`config.mk`:
```
export PLATFORM = sky130hd
export DESIGN_NAME = fetch_stage_flat
export DESIGN_NICKNAME = d
export VERILOG_FILES = /design/src/rtl/fetch_stage_if.sv /design/src/rtl/fetch_stage.sv /design/src/flat_wrapper.sv
export SDC_FILE = /design/constraint.sdc
export NUM_CORES = 1
export LEC_CHECK = 0
export CAP_MARGIN = 40
export CORE_ASPECT_RATIO = 2
export CORE_UTILIZATION = 51
export DETAILED_ROUTE_END_ITERATION = 8
export HOLD_SLACK_MARGIN = 0.1
export PLACE_DENSITY = 0.73
export SLEW_MARGIN = 30
export SYNTH_ARGS = -nofsm -noshare
export SYNTH_HDL_FRONTEND = slang
export SYNTH_SLANG_ARGS = --single-unit
```
`constraint.sdc`:
```
create_clock -name clk -period 3.7 [get_ports clk]
set_input_delay 0.37 -clock clk [delete_from_list [all_inputs] [get_ports clk]]
set_output_delay 0.37 -clock clk [all_outputs]
set_load 0.05 [all_outputs]
```
`src/rtl/fetch_stage_if.sv`:
```
// Instruction-memory request/response bus between fetch and the synchronous instruction memory.
// Response data arrives exactly one cycle after an accepted request.
interface fetch_stage_if #(
  parameter int unsigned XLEN = 32
);
  logic            imem_req_o;
  logic [XLEN-1:0] imem_addr_o;
  logic            imem_gnt_i;
  logic            imem_rvalid_i;
  logic [31:0]     imem_rdata_i;

  modport master (
    output imem_req_o,
    output imem_addr_o,
    input  imem_gnt_i,
    input  imem_rvalid_i,
    input  imem_rdata_i
  );

  modport slave (
    input  imem_req_o,
    input  imem_addr_o,
    output imem_gnt_i,
    output imem_rvalid_i,
    output imem_rdata_i
  );
endinterface

```
`src/rtl/fetch_stage.sv`:
```
// Instruction fetch stage: fetch PC, prefetch FIFO and the IF/ID pipeline register.
// Fetch runs ahead under decode stall until the FIFO plus the in-flight slot fill up.
module fetch_stage #(
  parameter int unsigned    XLEN     = 32,
  parameter int unsigned    DEPTH    = 4,
  parameter logic [XLEN-1:0] RESET_PC = '0
) (
  input  logic                       clk,
  input  logic                       rst_ni,
  fetch_stage_if.master              imem,
  input  logic                       redirect_i,
  input  logic [XLEN-1:0]            redirect_pc_i,
  input  logic                       stall_i,
  output logic                       id_valid_o,
  output logic [31:0]                id_instr_o,
  output logic [XLEN-1:0]            id_pc_o,
  output logic [XLEN-1:0]            id_pc_plus4_o,
  output logic [$clog2(DEPTH):0]     fifo_level_o
);

  localparam int unsigned AW  = $clog2(DEPTH);
  localparam int unsigned LW  = AW + 1;
  localparam logic [31:0] NOP = 32'h0000_0013;

  logic [XLEN-1:0] fetch_pc_q, inflight_pc_q;
  logic            inflight_q;
  logic [31:0]     fifo_instr_q [DEPTH];
  logic [XLEN-1:0] fifo_pc_q    [DEPTH];
  logic [AW-1:0]   wr_ptr_q, rd_ptr_q;
  logic [LW-1:0]   level_q;
  logic            id_valid_q;
  logic [31:0]     id_instr_q;
  logic [XLEN-1:0] id_pc_q, id_pc_plus4_q;

  logic            req, grant, push, pop, bypass, wr_en, load, fifo_empty;
  logic [LW:0]     credit;
  logic [31:0]     head_instr;
  logic [XLEN-1:0] head_pc;
  logic            unused_redirect_lsbs;

  assign unused_redirect_lsbs = ^redirect_pc_i[1:0];

  // No credit for a same-cycle pop, so the FIFO can never be overrun.
  assign credit     = {1'b0, level_q} + (LW + 1)'(inflight_q);
  assign req        = rst_ni && !redirect_i && (credit < (LW + 1)'(DEPTH));
  assign grant      = req && imem.imem_gnt_i;
  assign push       = imem.imem_rvalid_i && inflight_q && !redirect_i;
  assign fifo_empty = (level_q == '0);
  assign load       = !redirect_i && (!stall_i || !id_valid_q);
  assign pop        = load && !fifo_empty;
  // An empty FIFO forwards the arriving response straight into IF/ID.
  assign bypass     = load && fifo_empty && push;
  assign wr_en      = push && !bypass;
  assign head_instr = fifo_empty ? imem.imem_rdata_i : fifo_instr_q[rd_ptr_q];
  assign head_pc    = fifo_empty ? inflight_pc_q : fifo_pc_q[rd_ptr_q];

  assign imem.imem_req_o  = req;
  assign imem.imem_addr_o = fetch_pc_q;
  assign id_valid_o       = id_valid_q;
  assign id_instr_o       = id_instr_q;
  assign id_pc_o          = id_pc_q;
  assign id_pc_plus4_o    = id_pc_plus4_q;
  assign fifo_level_o     = level_q;

  always_ff @(posedge clk or negedge rst_ni) begin
    if (!rst_ni) begin
      fetch_pc_q    <= RESET_PC;
      inflight_q    <= 1'b0;
      inflight_pc_q <= '0;
    end else begin
      inflight_q <= grant;
      if (grant) inflight_pc_q <= fetch_pc_q;
      if (redirect_i)  fetch_pc_q <= {redirect_pc_i[XLEN-1:2], 2'b00};
      else if (grant)  fetch_pc_q <= fetch_pc_q + XLEN'(4);
    end
  end

  always_ff @(posedge clk or negedge rst_ni) begin
    if (!rst_ni) begin
      wr_ptr_q <= '0;
      rd_ptr_q <= '0;
      level_q  <= '0;
      for (int i = 0; i < int'(DEPTH); i++) begin
        fifo_instr_q[i] <= '0;
        fifo_pc_q[i]    <= '0;
      end
    end else if (redirect_i) begin
      wr_ptr_q <= '0;
      rd_ptr_q <= '0;
      level_q  <= '0;
    end else begin
      if (wr_en) begin
        fifo_instr_q[wr_ptr_q] <= imem.imem_rdata_i;
        fifo_pc_q[wr_ptr_q]    <= inflight_pc_q;
        wr_ptr_q               <= wr_ptr_q + AW'(1);
      end
      if (pop) rd_ptr_q <= rd_ptr_q + AW'(1);
      if (wr_en && !pop)      level_q <= level_q + LW'(1);
      else if (!wr_en && pop) level_q <= level_q - LW'(1);
    end
  end

  always_ff @(posedge clk or negedge rst_ni) begin
    if (!rst_ni) begin
      id_valid_q    <= 1'b0;
      id_instr_q    <= NOP;
      id_pc_q       <= '0;
      id_pc_plus4_q <= XLEN'(4);
    end else if (redirect_i) begin
      id_valid_q <= 1'b0;
      id_instr_q <= NOP;
    end else if (load) begin
      if (pop || bypass) begin
        id_valid_q    <= 1'b1;
        id_instr_q    <= head_instr;
        id_pc_q       <= head_pc;
        id_pc_plus4_q <= head_pc + XLEN'(4);
      end else begin
        // Bubble: PC fields keep their last value.
        id_valid_q <= 1'b0;
        id_instr_q <= NOP;
      end
    end
  end

endmodule

```
`src/flat_wrapper.sv`:
```
// flat-port wrapper written by rule: the top's interface ports become plain ports
module fetch_stage_flat 
#(
  parameter int unsigned    XLEN     = 32,
  parameter int unsigned    DEPTH    = 4,
  parameter logic [XLEN-1:0] RESET_PC = '0
)
  (clk, rst_ni, redirect_i, redirect_pc_i, stall_i, id_valid_o, id_instr_o, id_pc_o, id_pc_plus4_o, fifo_level_o, imem_imem_req_o, imem_imem_addr_o, imem_imem_gnt_i, imem_imem_rvalid_i, imem_imem_rdata_i);
  fetch_stage_if #(.XLEN(XLEN)) imem_i ();
  input  logic clk;
  input  logic rst_ni;
  input  logic redirect_i;
  input  logic [XLEN-1:0] redirect_pc_i;
  input  logic stall_i;
  output logic id_valid_o;
  output logic [31:0] id_instr_o;
  output logic [XLEN-1:0] id_pc_o;
  output logic [XLEN-1:0] id_pc_plus4_o;
  output logic [$clog2(DEPTH):0] fifo_level_o;
  output wire logic [$bits(imem_i.imem_req_o)-1:0] imem_imem_req_o;
  output wire logic [$bits(imem_i.imem_addr_o)-1:0] imem_imem_addr_o;
  input wire logic [$bits(imem_i.imem_gnt_i)-1:0] imem_imem_gnt_i;
  input wire logic [$bits(imem_i.imem_rvalid_i)-1:0] imem_imem_rvalid_i;
  input wire logic [$bits(imem_i.imem_rdata_i)-1:0] imem_imem_rdata_i;
  assign imem_imem_req_o = imem_i.imem_req_o;
  assign imem_imem_addr_o = imem_i.imem_addr_o;
  assign imem_i.imem_gnt_i = imem_imem_gnt_i;
  assign imem_i.imem_rvalid_i = imem_imem_rvalid_i;
  assign imem_i.imem_rdata_i = imem_imem_rdata_i;
  fetch_stage #(.XLEN(XLEN), .DEPTH(DEPTH), .RESET_PC(RESET_PC)) u_core (.clk(clk), .rst_ni(rst_ni), .imem(imem_i), .redirect_i(redirect_i), .redirect_pc_i(redirect_pc_i), .stall_i(stall_i), .id_valid_o(id_valid_o), .id_instr_o(id_instr_o), .id_pc_o(id_pc_o), .id_pc_plus4_o(id_pc_plus4_o), .fifo_level_o(fifo_level_o));
endmodule
```
== Word level (Yosys, flattened, before mapping) ==
Cells that the tools add are included.

* Logic and storage cells: 89
* Memories kept: 0
* Output and inout bits: 133
* Bits in latches: 0
* RAM bits: 0
* Bits in registers: 425
* Bits in read-only memories: 0

* Mux-type cells: 27
* Shift operators: 0
* Bitwise logic cells: 3
* Reductions and logical operators: 30
* Add/sub/neg operators: 7
* Divide/modulo/power cells: 0
* Order comparisons: 4
* Eq/ne operators: 0
* Multiply operators: 0

{| class="wikitable"
|+ Operators by type and width
! cell !! number
|-
| $mux W32 || 12
|-
| $bwmux W128 || 2
|-
| $bmux W32 S2 || 2
|-
| $add A32 B3 Y32 const B || 2
|-
| $demux W32 S2 || 1
|-
| $logic_and A1 B1 Y1 || 13
|-
| $mux W3 || 3
|-
| $mux W2 || 4
|-
| $reduce_bool A2 Y1 || 4
|-
| $logic_not A1 Y1 || 7
|-
| $ge A3 B3 Y1 const B || 2
|-
| $not A2 Y3 || 2
|-
| $add A2 B1 Y2 const B || 2
|-
| $add A3 B1 Y4 || 1
|-
| $lt A4 B3 Y1 const B || 1
|-
| $add A3 B1 Y3 const B || 1
|-
| $logic_not A3 Y1 || 1
|-
| $lt A3 B1 Y1 const B || 1
|-
| $mux W1 || 3
|-
| $reduce_and A3 Y1 || 1
|-
| $reduce_bool A3 Y1 || 1
|-
| $sub A3 B1 Y3 const B || 1
|-
| $logic_or A1 B1 Y1 || 2
|-
| $reduce_and A2 Y1 || 1
|-
| $not A1 Y1 || 1
|}

== Logic depth before layout (Yosys ltp) ==
* Depth in word-level cells: 12
* Depth in mapped cells: 16
* Gate-level depth less buffers: 9

== Least setup slack after synthesis ==
OpenSTA, ideal clock, no wires.

* Path type: reg-to-reg
* Start: register u_core.level_q[0] (netlist: u_core.fifo_level_o[0])
* End: register u_core.id_pc_plus4_q[30] (netlist: u_core.id_pc_plus4_o[30])
* Buffers on the path: 6
* Data arrival time: 3,850 ps
* Stages on the path, launching flop included: 16
* Path slack: -276 ps
* Period minus slack after synthesis: 3,976 ps
* Cell sequence: dfrtp_1 -> or3_1 -> buf_4 -> buf_6 -> buf_6 -> buf_6 -> clkbuf_1 -> buf_1 -> nand2_1 -> nand2_1 -> ha_1 -> nand4_1 -> a22oi_1 -> nand4_1 -> or3_1 -> a221o_1

* Elaborated cells between the ends (all ways): 9

{| class="wikitable"
|+ RTL lines
! element !! line !! RTL
|-
| from (decl) || fetch_stage.sv:30 || <nowiki>logic [LW-1:0] level_q;</nowiki>
|-
| from (signal assigned) || fetch_stage.sv:98 || <nowiki>if (wr_en && !pop) level_q <= level_q + LW'(1);</nowiki>
|-
| from (signal assigned) || fetch_stage.sv:99 || <nowiki>else if (!wr_en && pop) level_q <= level_q - LW'(1);</nowiki>
|-
| $logic_not A3 Y1 || fetch_stage.sv:48 || <nowiki>assign fifo_empty = (level_q == '0);</nowiki>
|-
| $mux W32 || fetch_stage.sv:55 || <nowiki>assign head_pc = fifo_empty ? inflight_pc_q : fifo_pc_q[rd_ptr_q];</nowiki>
|-
| net u_core.head_pc[3] || fetch_stage.sv:38 || <nowiki>logic [XLEN-1:0] head_pc;</nowiki>
|-
| $add A32 B3 Y32 || fetch_stage.sv:117 || <nowiki>id_pc_plus4_q <= head_pc + XLEN'(4);</nowiki>
|-
| to (signal assigned) || fetch_stage.sv:117 ||
|-
| to (decl) || fetch_stage.sv:33 || <nowiki>logic [XLEN-1:0] id_pc_q, id_pc_plus4_q;</nowiki>
|}

The timed path passes the listed nets, and every way through them passes these cells.
A chain may end at the register's enable or synchronous reset.

== Worst setup path in the final report ==
* Start: register u_core.level_q[1] (netlist: u_core.fifo_level_o[1])
* End: register u_core.id_pc_plus4_q[31] (netlist: u_core.id_pc_plus4_o[31])

* Cells in the longest elaborated chain, start to end: 5
* Elaborated cells between the ends (all ways): 9

{| class="wikitable"
|+ Ends and longest elaborated chain
! element !! line
|-
| $logic_not A3 Y1 * || fetch_stage.sv:48
|-
| parallel branches: the longest is 4 deep, another holds $add A32 B3 Y32 || --
|}

Every way passes the cells marked *.

==> impl_metrics.prom <==
# TYPE chip_impl_metric gauge
chip_impl_info{name="outcome",value="finished clean"} 1
chip_impl_metric{name="route.antenna.remaining_nets",unit=""} 0
chip_impl_metric{name="power-per-cell-area",unit="nW/um2"} 704
chip_impl_metric{name="worstPathRequired",unit="ns"} 4.11
chip_impl_metric{name="synth.ff_latch_count",unit=""} 409
chip_impl_metric{name="r2r_slack",unit="ns"} 0.32
chip_impl_metric{name="worst_path_clk_slew",unit="ns"} 0.07
chip_impl_info{name="timing.hold.worst.start",value="redirect_i"} 1
chip_impl_metric{name="grt_max_degree",unit=""} 173
chip_impl_metric{name="cts_post_setup_buffers_inserted",unit=""} 0
chip_impl_metric{name="number_of_antenna_violations_at_the_first_check_in_global_routing",unit=""} 0
chip_impl_info{name="cpLargestDelayFamily",value="simple AND/OR/NAND/NOR gates"} 1
chip_impl_metric{name="whs",unit="ns"} 0.329
chip_impl_metric{name="drtIter0Drc",unit=""} 582
chip_impl_info{name="synth.area.top_cells",value="sky130_fd_sc_hd__dfrtp_1, sky130_fd_sc_hd__mux2_2, sky130_fd_sc_hd__mux4_2"} 1
chip_impl_metric{name="detail_route.first_pass.iterations",unit=""} 7
chip_impl_metric{name="number_of_nets_at_the_end_of_the_flow",unit=""} 1743
chip_impl_info{name="slowest_stage",value="sky130_fd_sc_hd__or3_4"} 1
chip_impl_metric{name="grt_overflow",unit=""} 0
chip_impl_metric{name="final-hold-violation-count",unit=""} 0
chip_impl_metric{name="tritoncts.num_buffers",unit=""} 37
chip_impl_metric{name="setup_tns",unit="ns"} 0
chip_impl_info{name="synth_ff_type",value="sky130_fd_sc_hd__dfrtp_1"} 1
chip_impl_metric{name="timing.critical_path.buf_inv",unit=""} 0
chip_impl_metric{name="synthCells",unit=""} 1477
chip_impl_metric{name="tightest_slew",unit="ns"} 0.724
chip_impl_metric{name="crit_path_max_incr_delay",unit="ns"} 0.61
chip_impl_info{name="synth_top_area_cell",value="sky130_fd_sc_hd__dfrtp_1"} 1
chip_impl_metric{name="power.leakage",unit="nW"} 10.7
chip_impl_metric{name="via_count",unit=""} 12400
chip_impl_metric{name="die_y",unit="um"} 272
chip_impl_metric{name="hold_depth",unit=""} 3
chip_impl_metric{name="post_synth.cell_area_avg",unit="um2"} 12.6
chip_impl_metric{name="worst_ir_drop_vdd",unit="mV"} 0.475
chip_impl_info{name="worst_r2r_startpoint",value="u_core.fifo_level_o[1]"} 1
chip_impl_info{name="path_cells",value="or3_4, mux2i_2, or4_4, or3_1, or3_1, a221o_1"} 1
chip_impl_metric{name="placement.io_buffers",unit=""} 194
chip_impl_metric{name="routed_via_density",unit=""} 5.80
chip_impl_metric{name="routabilityCongestion",unit=""} 0.873
chip_impl_metric{name="layout_worst_path_cycle_share",unit="%"} 91.2
chip_impl_metric{name="wl_per_cell",unit="um"} 20.7
chip_impl_metric{name="post_synth_num_cell_types",unit=""} 53
chip_impl_metric{name="total_die_area",unit="um2"} 37400
chip_impl_metric{name="diodes",unit=""} 0
chip_impl_info{name="grt_setup_unrepaired",value="false"} 1
chip_impl_metric{name="boundaryPins",unit=""} 203
chip_impl_metric{name="slew-limit-headroom",unit="%"} 51.5
chip_impl_metric{name="setup_viol_count_final",unit=""} 0
chip_impl_info{name="crit-reg2reg-capture",value="u_core.id_pc_plus4_o[31]"} 1
chip_impl_metric{name="clock_period_minus_final_worst_setup_slack",unit="ns"} 3.38
chip_impl_metric{name="async_flop_share",unit="%"} 100
chip_impl_metric{name="grt_first_pass_wirelength",unit="um"} 71600
chip_impl_metric{name="drive_gt1_share",unit="%"} 25.3
chip_impl_info{name="cts_tree",value="yes"} 1
chip_impl_metric{name="synth.yosys.seq_area_share",unit="%"} 54.9
chip_impl_metric{name="detail_route.drc_violations",unit=""} 0
chip_impl_metric{name="row_count",unit=""} 98
chip_impl_metric{name="timing.critical_path.arrival",unit="ns"} 3.79
chip_impl_metric{name="design.core.area",unit="um2"} 35900
chip_impl_metric{name="dp_hpwl",unit="um"} 30100
chip_impl_metric{name="synth_enable_flop_cells",unit=""} 0
chip_impl_metric{name="detail_route.wirelength",unit="um"} 44300
chip_impl_info{name="critPathKind",value="register to register"} 1
chip_impl_metric{name="yosysWarningCount",unit=""} 0
chip_impl_info{name="type_of_the_most_critical_hold_path",value="input pin to register"} 1
chip_impl_info{name="crit_path_start_kind",value="register"} 1
chip_impl_metric{name="clockBufferDepth",unit=""} 3
chip_impl_metric{name="die_x",unit="um"} 137
chip_impl_metric{name="fmax",unit="MHz"} 296
chip_impl_metric{name="synth.top_cell.area_share",unit="%"} 54.4
chip_impl_metric{name="clock_sink_count",unit=""} 409
chip_impl_metric{name="start_util",unit="%"} 51.9
chip_impl_metric{name="maxSlewViolCount",unit=""} 0
chip_impl_info{name="whs_endpoint",value="u_core.imem.imem_addr_o[15]"} 1
chip_impl_metric{name="grt_pass1_vias",unit=""} 13000
chip_impl_metric{name="grt_usage",unit="%"} 24.9
chip_impl_metric{name="max_cap_violations",unit=""} 0
chip_impl_info{name="final_common_cell",value="sky130_fd_sc_hd__dfrtp_1"} 1
chip_impl_metric{name="htree_num_levels",unit=""} 2
chip_impl_info{name="layout.cells.most_common_list",value="sky130_fd_sc_hd__dfrtp_1, sky130_fd_sc_hd__mux2_2, sky130_fd_sc_hd__nand2_1"} 1
chip_impl_metric{name="clock-skew-final",unit="ns"} 0.0248
chip_impl_metric{name="area_delta_synth_final",unit="%"} 20.4
chip_impl_metric{name="cp_max_fanout",unit=""} 24
chip_impl_metric{name="rr_worst_depth",unit=""} 6
chip_impl_metric{name="netlist_area",unit="um2"} 18600
chip_impl_info{name="timing.critical_path.mode_cell",value="sky130_fd_sc_hd__or3_1"} 1
chip_impl_info{name="root_buffer",value="sky130_fd_sc_hd__clkbuf_16"} 1
chip_impl_info{name="worst_setup_path_end_kind",value="register"} 1
chip_impl_metric{name="clkLatencyLatePin",unit="ns"} 0.53
-- how the worst max path moves through the flow --
stage	startpoint	to	slack [ns]	cells past startpoint
CTS	u_core.fifo_level_o[1]	u_core.id_pc_plus4_o[31]	0.33	6
global placement	u_core.fifo_level_o[1]	u_core.id_pc_plus4_o[31]	0.41	6
finish	u_core.fifo_level_o[1]	u_core.id_pc_plus4_o[31]	0.32	6
global route	u_core.rd_ptr_q[0]	u_core.id_pc_plus4_o[27]	0.18	8
floorplan	u_core.fifo_level_o[0]	u_core.id_pc_plus4_o[30]	0.03	15
detailed placement	u_core.fifo_level_o[1]	u_core.id_pc_plus4_o[31]	0.34	6
-- cells by family after synthesis --
kind of cell	share of synthesized area, %
simple gates	9.09
fa+ha+maj	0.510
flops	54.9
mux	25.9
compound gates	5.81
buf+inv	2.63
other cells	0.0201
xor+xnor	1.17
-- sequential cells by signal, indices dropped and copies added, names as in the netlist, 3 cells and up --
register                 flops
u_core.id_pc_o              30
u_core.inflight_pc_q        30
u_core.id_instr_o           32
u_core.fifo_pc_q           120
u_core.fifo_instr_q        128
u_core.fifo_level_o          3
u_core.id_pc_plus4_o        30
u_core.imem.imem_addr_o     30
-- per-stage QoR --
step / area, um2 / instances / worst slack (ns) / utilization (%) / power (mW)
after detailed placement: 21200 / 2075 / 0.344 / 59.1 / 12.1
after global routing: 22400 / 2142 / 0.180 / 62.5 / 16.6
after floorplan: 18700 / 1482 / 0.0281 / - / 10.1
after CTS: 22400 / 2141 / 0.334 / 62.4 / 15.9
after global placement: 21200 / 2073 / 0.414 / 58.9 / 11.9
final: 22400 / 2142 / 0.325 / 62.5 / 15.8
-- layout make-up --
| type | instances | area [um2] |
|---|---|---|
| Inverter | 10 | 37.5 |
| Timing Repair Buffer | 240 | 2400 |
| Tap cell | 450 | 563 |
| Multi-Input combinational cell | 968 | 8000 |
| Fill cell | 2797 | 13500 |
| Clock buffer | 56 | 1090 |
| Sequential cell | 409 | 10200 |
| Clock inverter | 9 | 104 |
-- metal layers --
layer	up-vias	GRT usage [%]	wire, um
met5	-	0	0
met4	0	11.0	1930
met2	283	44.6	23700
met1	6353	29.7	17200
met3	95	2.64	1400
li1	5703	-	-
-- worst min-delay path, delay by kind of cell --
kind | cells | cell delay, ns
AOI/OAI and AO/OA | 1 | 0.06
buffers and inverters | 1 | 0.27
and+or+nand+nor | 1 | 0.11
-- timing repair --
action | CTS | global route
gates resized for setup | 0 | 0
hold buffers | 1 | 0
hold endpoints to repair | 47 | 0
-- power breakdown --
part	total, mW	leakage, nW	switching (mW)	internal [mW]
combinational	5.77	4.60	3.45	2.32
clock	3.85	0.581	1.67	2.18
sequential	6.19	5.49	0.834	5.35
total	15.8	10.7	5.96	9.85
-- Yosys cell counts (3+ instances only) --
cell type and number:
sky130_fd_sc_hd__and2_1 9, sky130_fd_sc_hd__buf_1 10, sky130_fd_sc_hd__a21o_1 18, sky130_fd_sc_hd__dfstp_2 4
sky130_fd_sc_hd__a211oi_1 4, sky130_fd_sc_hd__clkbuf_1 64, sky130_fd_sc_hd__nand3_1 26, sky130_fd_sc_hd__a221o_1 6
sky130_fd_sc_hd__nor3_1 4, sky130_fd_sc_hd__inv_1 10, sky130_fd_sc_hd__nor2_1 47, sky130_fd_sc_hd__o211ai_1 4
sky130_fd_sc_hd__buf_4 9, sky130_fd_sc_hd__o41ai_1 4, sky130_fd_sc_hd__xnor2_1 15, sky130_fd_sc_hd__buf_6 6
sky130_fd_sc_hd__ha_1 6, sky130_fd_sc_hd__a31oi_1 10, sky130_fd_sc_hd__o21ai_0 90, sky130_fd_sc_hd__or2_2 3
sky130_fd_sc_hd__a21oi_1 8, sky130_fd_sc_hd__dfrtp_1 405, sky130_fd_sc_hd__nand2_1 246, sky130_fd_sc_hd__a41oi_1 4
sky130_fd_sc_hd__and4_1 3, sky130_fd_sc_hd__xor2_1 10, sky130_fd_sc_hd__mux4_2 52, sky130_fd_sc_hd__o311ai_0 12
sky130_fd_sc_hd__nand4_1 15, sky130_fd_sc_hd__mux4_1 10, sky130_fd_sc_hd__mux2i_1 58, sky130_fd_sc_hd__mux2_2 248
sky130_fd_sc_hd__buf_2 5, sky130_fd_sc_hd__and3_1 6, sky130_fd_sc_hd__or4_1 7, sky130_fd_sc_hd__or3_1 8
sky130_fd_sc_hd__nor4_1 8, sky130_fd_sc_hd__a22oi_1 5
(Power assumes the default switching activity.)
==> variant, RTL diff (config.mk and constraints unchanged) <==
`XLEN` is set to 32 in 3 places; all go to 48.
--- a/src/rtl/fetch_stage_if.sv
+++ b/src/rtl/fetch_stage_if.sv
@@ -3,3 +3,3 @@
 interface fetch_stage_if #(
-  parameter int unsigned XLEN = 32
+  parameter int unsigned XLEN = 48
 );
--- a/src/rtl/fetch_stage.sv
+++ b/src/rtl/fetch_stage.sv
@@ -3,3 +3,3 @@
 module fetch_stage #(
-  parameter int unsigned    XLEN     = 32,
+  parameter int unsigned    XLEN     = 48,
   parameter int unsigned    DEPTH    = 4,
--- a/src/flat_wrapper.sv
+++ b/src/flat_wrapper.sv
@@ -3,3 +3,3 @@
 #(
-  parameter int unsigned    XLEN     = 32,
+  parameter int unsigned    XLEN     = 48,
   parameter int unsigned    DEPTH    = 4,
Interface: changed (resized id_pc_o, id_pc_plus4_o, imem_imem_addr_o and redirect_pc_i); port bits go from 203 to 267. The function was not compared with the original's and may differ.
==> variant against the original RTL <==
Die area up 36%. Critical path depth up 4. Routed wire length up 52%. Clock skew down 4.0 ps. Power up 35%. Synthesized area up 36%. Sequential cell count up 128. Core utilization down 0.29 points. Design area up 36%. Hold slack better by 38 ps. Worst setup slack better by 160 ps. Critical path type unchanged. Critical endpoint is now u_core.id_pc_plus4_o[28]. Largest cell class unchanged. Highest routed layer is now met5.
==> variant: results (changes against the original RTL) <==
* Asr flop ratio synth at 100% (unchanged)
* Max IR drop VDD at 0.722 mV (+52%)
* Fin cells at 3,015 (+41%)
* Routed wire length at 67,400 um (+52%)
* DRT iter0 DRCs at 1,061 (+82%)
* Dpl cell area at 28,700 um^2 (+35%)
* Worst Path Max Fanout at 17 (-29%)
* Hold Path Class: in2reg
* Pin count of the biggest net entering global routing at 167 (-3.5%)
* Worst Hold Depth at 3 (unchanged)
* Placed Cells at 2,922 (+41%)
* Largest family of logic cells by synthesized area: multiplexers
* CTS Buffer Depth at 3 (unchanged)
* Seq pwr at 8.13 mW (+31%)
* Clk_lat worst skew at 580 ps (+50 ps)
* Vias per inst at 5.95 (+2.5%)
* Fillers at 3,775 (+35%)
* LEAKAGE at 13.8 nW (+30%)
* CTS H-tree depth at 2 (unchanged)
* Hold-fix buffer count after cts at 2 (+1)
* Synth Instances at 2,098 (+42%)
* Antenna viol nets, final at 0 (unchanged)
* Mux contribution to synthesized area at 23.7% (-2.1 points)
* Num CTS Buffers at 46 (+24%)
* Synth cell count leaders: 533 x dfrtp_1, 354 x nand2_1, 320 x mux2_2, 113 x o21ai_0, 70 x nor2_1
* Synth Area in XOR/XNOR at 1.07% (-0.10 points)
* Routability Congestion at 0.893 (+2.3%)
* Tot GR Track Use at 27.2% (+2.3 points)
* Largest regs: u_core.fifo_pc_q (184), u_core.fifo_instr_q (128)
* Switching power share of the total at 39.0% (+1.3 points)
* Yosys cell types at 76 (+43%)
* Post-Synth Adder-Cell Area at 0.375% (-0.13 points)
* HPWL Detailed at 47,100 um (+57%)
* Setup Buffers After CTS at 0 (unchanged)
* Clk power at 5.17 mW (+34%)
* Yosys synthesis warning count at 0 (unchanged)
* R2R depth at 10 (+4)
* Ant diodes at 0 (unchanged)
* Global-route wire length before repair at 107,000 um (+50%)
* P&R area growth vs syn at 20.3% (about the same)
* Clock skew at 20.8 ps (-4.02 ps)
* Vias in the first global route at 19,000 (+47%)
* Top cells by area, synth: dfrtp_1 53%, mux2_2 14%, nand2_1 5.2%
* Compound-Gate Fraction of Synth Area at 7.42% (+1.6 points)
* Sequential-to-total area share from yosys stat at 53.0% (-1.9 points)
* Worst Tran Pin Value at 753 ps (+29.7 ps)
* Status: finished, final reports clean
* Port bufs at 258 (+33%)
* Worst EP arrival at 3690 ps (-100 ps)
* Layout cell share with drive strength beyond 1 at 23.5% (-1.8 points)
* Nets at 2,427 (+39%)
* Pre-CTS setup slack at 535 ps (+191 ps)
* Drt pass-1 iters at 5 (-2)
* Initial antenna violation count at 1 (+1)
==> variant: per-stage QoR <==
stage	hold slack, ps	power (mW)
after global placement	460	16.1
after detailed placement	422	16.3
after global routing	374	22.4
final	367	21.4
after floorplan	74.4	13.5
after CTS	336	21.5
==> variant: worst paths after layout <==
kind                               startpoint                           to  slack, ps
min in group asynchronous              rst_ni      u_core.fifo_instr_q[27]        390
max in group asynchronous              rst_ni     u_core.inflight_pc_q[42]       1740
max reg2reg                u_core.rd_ptr_q[0]     u_core.id_pc_plus4_o[28]        480
max                        u_core.rd_ptr_q[0]     u_core.id_pc_plus4_o[28]        480
min                         redirect_pc_i[20]  u_core.imem.imem_addr_o[20]        370
min reg2reg                u_core.id_pc_o[43]           u_core.id_pc_o[43]        480
==> variant: cell type report <==
| class | instances | share of cell area [%] |
|---|---|---|
| clock buffers | 66 | 4.35 |
| clock inverters | 20 | 0.939 |
| inverters | 19 | 0.234 |
| multi-input cells | 1399 | 36.6 |
| flip-flops and latches | 537 | 44.1 |
| well taps | 643 | 2.64 |
| repair buffers | 331 | 11.1 |
==> variant: critical path, stage by stage, from the launching register on <==
cell,delay [ps]
dfrtp_4,610
mux4_1,420
nand2_1,60
nand2_1,100
ha_1,270
o31a_1,260
o2bb2ai_4,160
o221ai_4,210
or2_1,420
o31a_1,330
o31ai_1,240
==> variant: cell families after synthesis <==
kind of cell,Yosys count
XOR/XNOR,31
multiplexers,458
buffers and inverters,167
AND/OR/NAND/NOR,621
other,1
flip-flops,537
AO/OA/AOI/OAI,276
adder cells (fa/ha/maj),7
==> variant: layer usage <==
metal  GRT usage (%)  wire length, um  vias up  share of wire [%]
li1                -                -     8078                  -
met4            12.7             3050        2                4.5
met5               0               13        -              0.019
met2            47.8            34200      575                 51
met3            5.62             4120      149                6.1
met1            31.9            26000     9131                 39
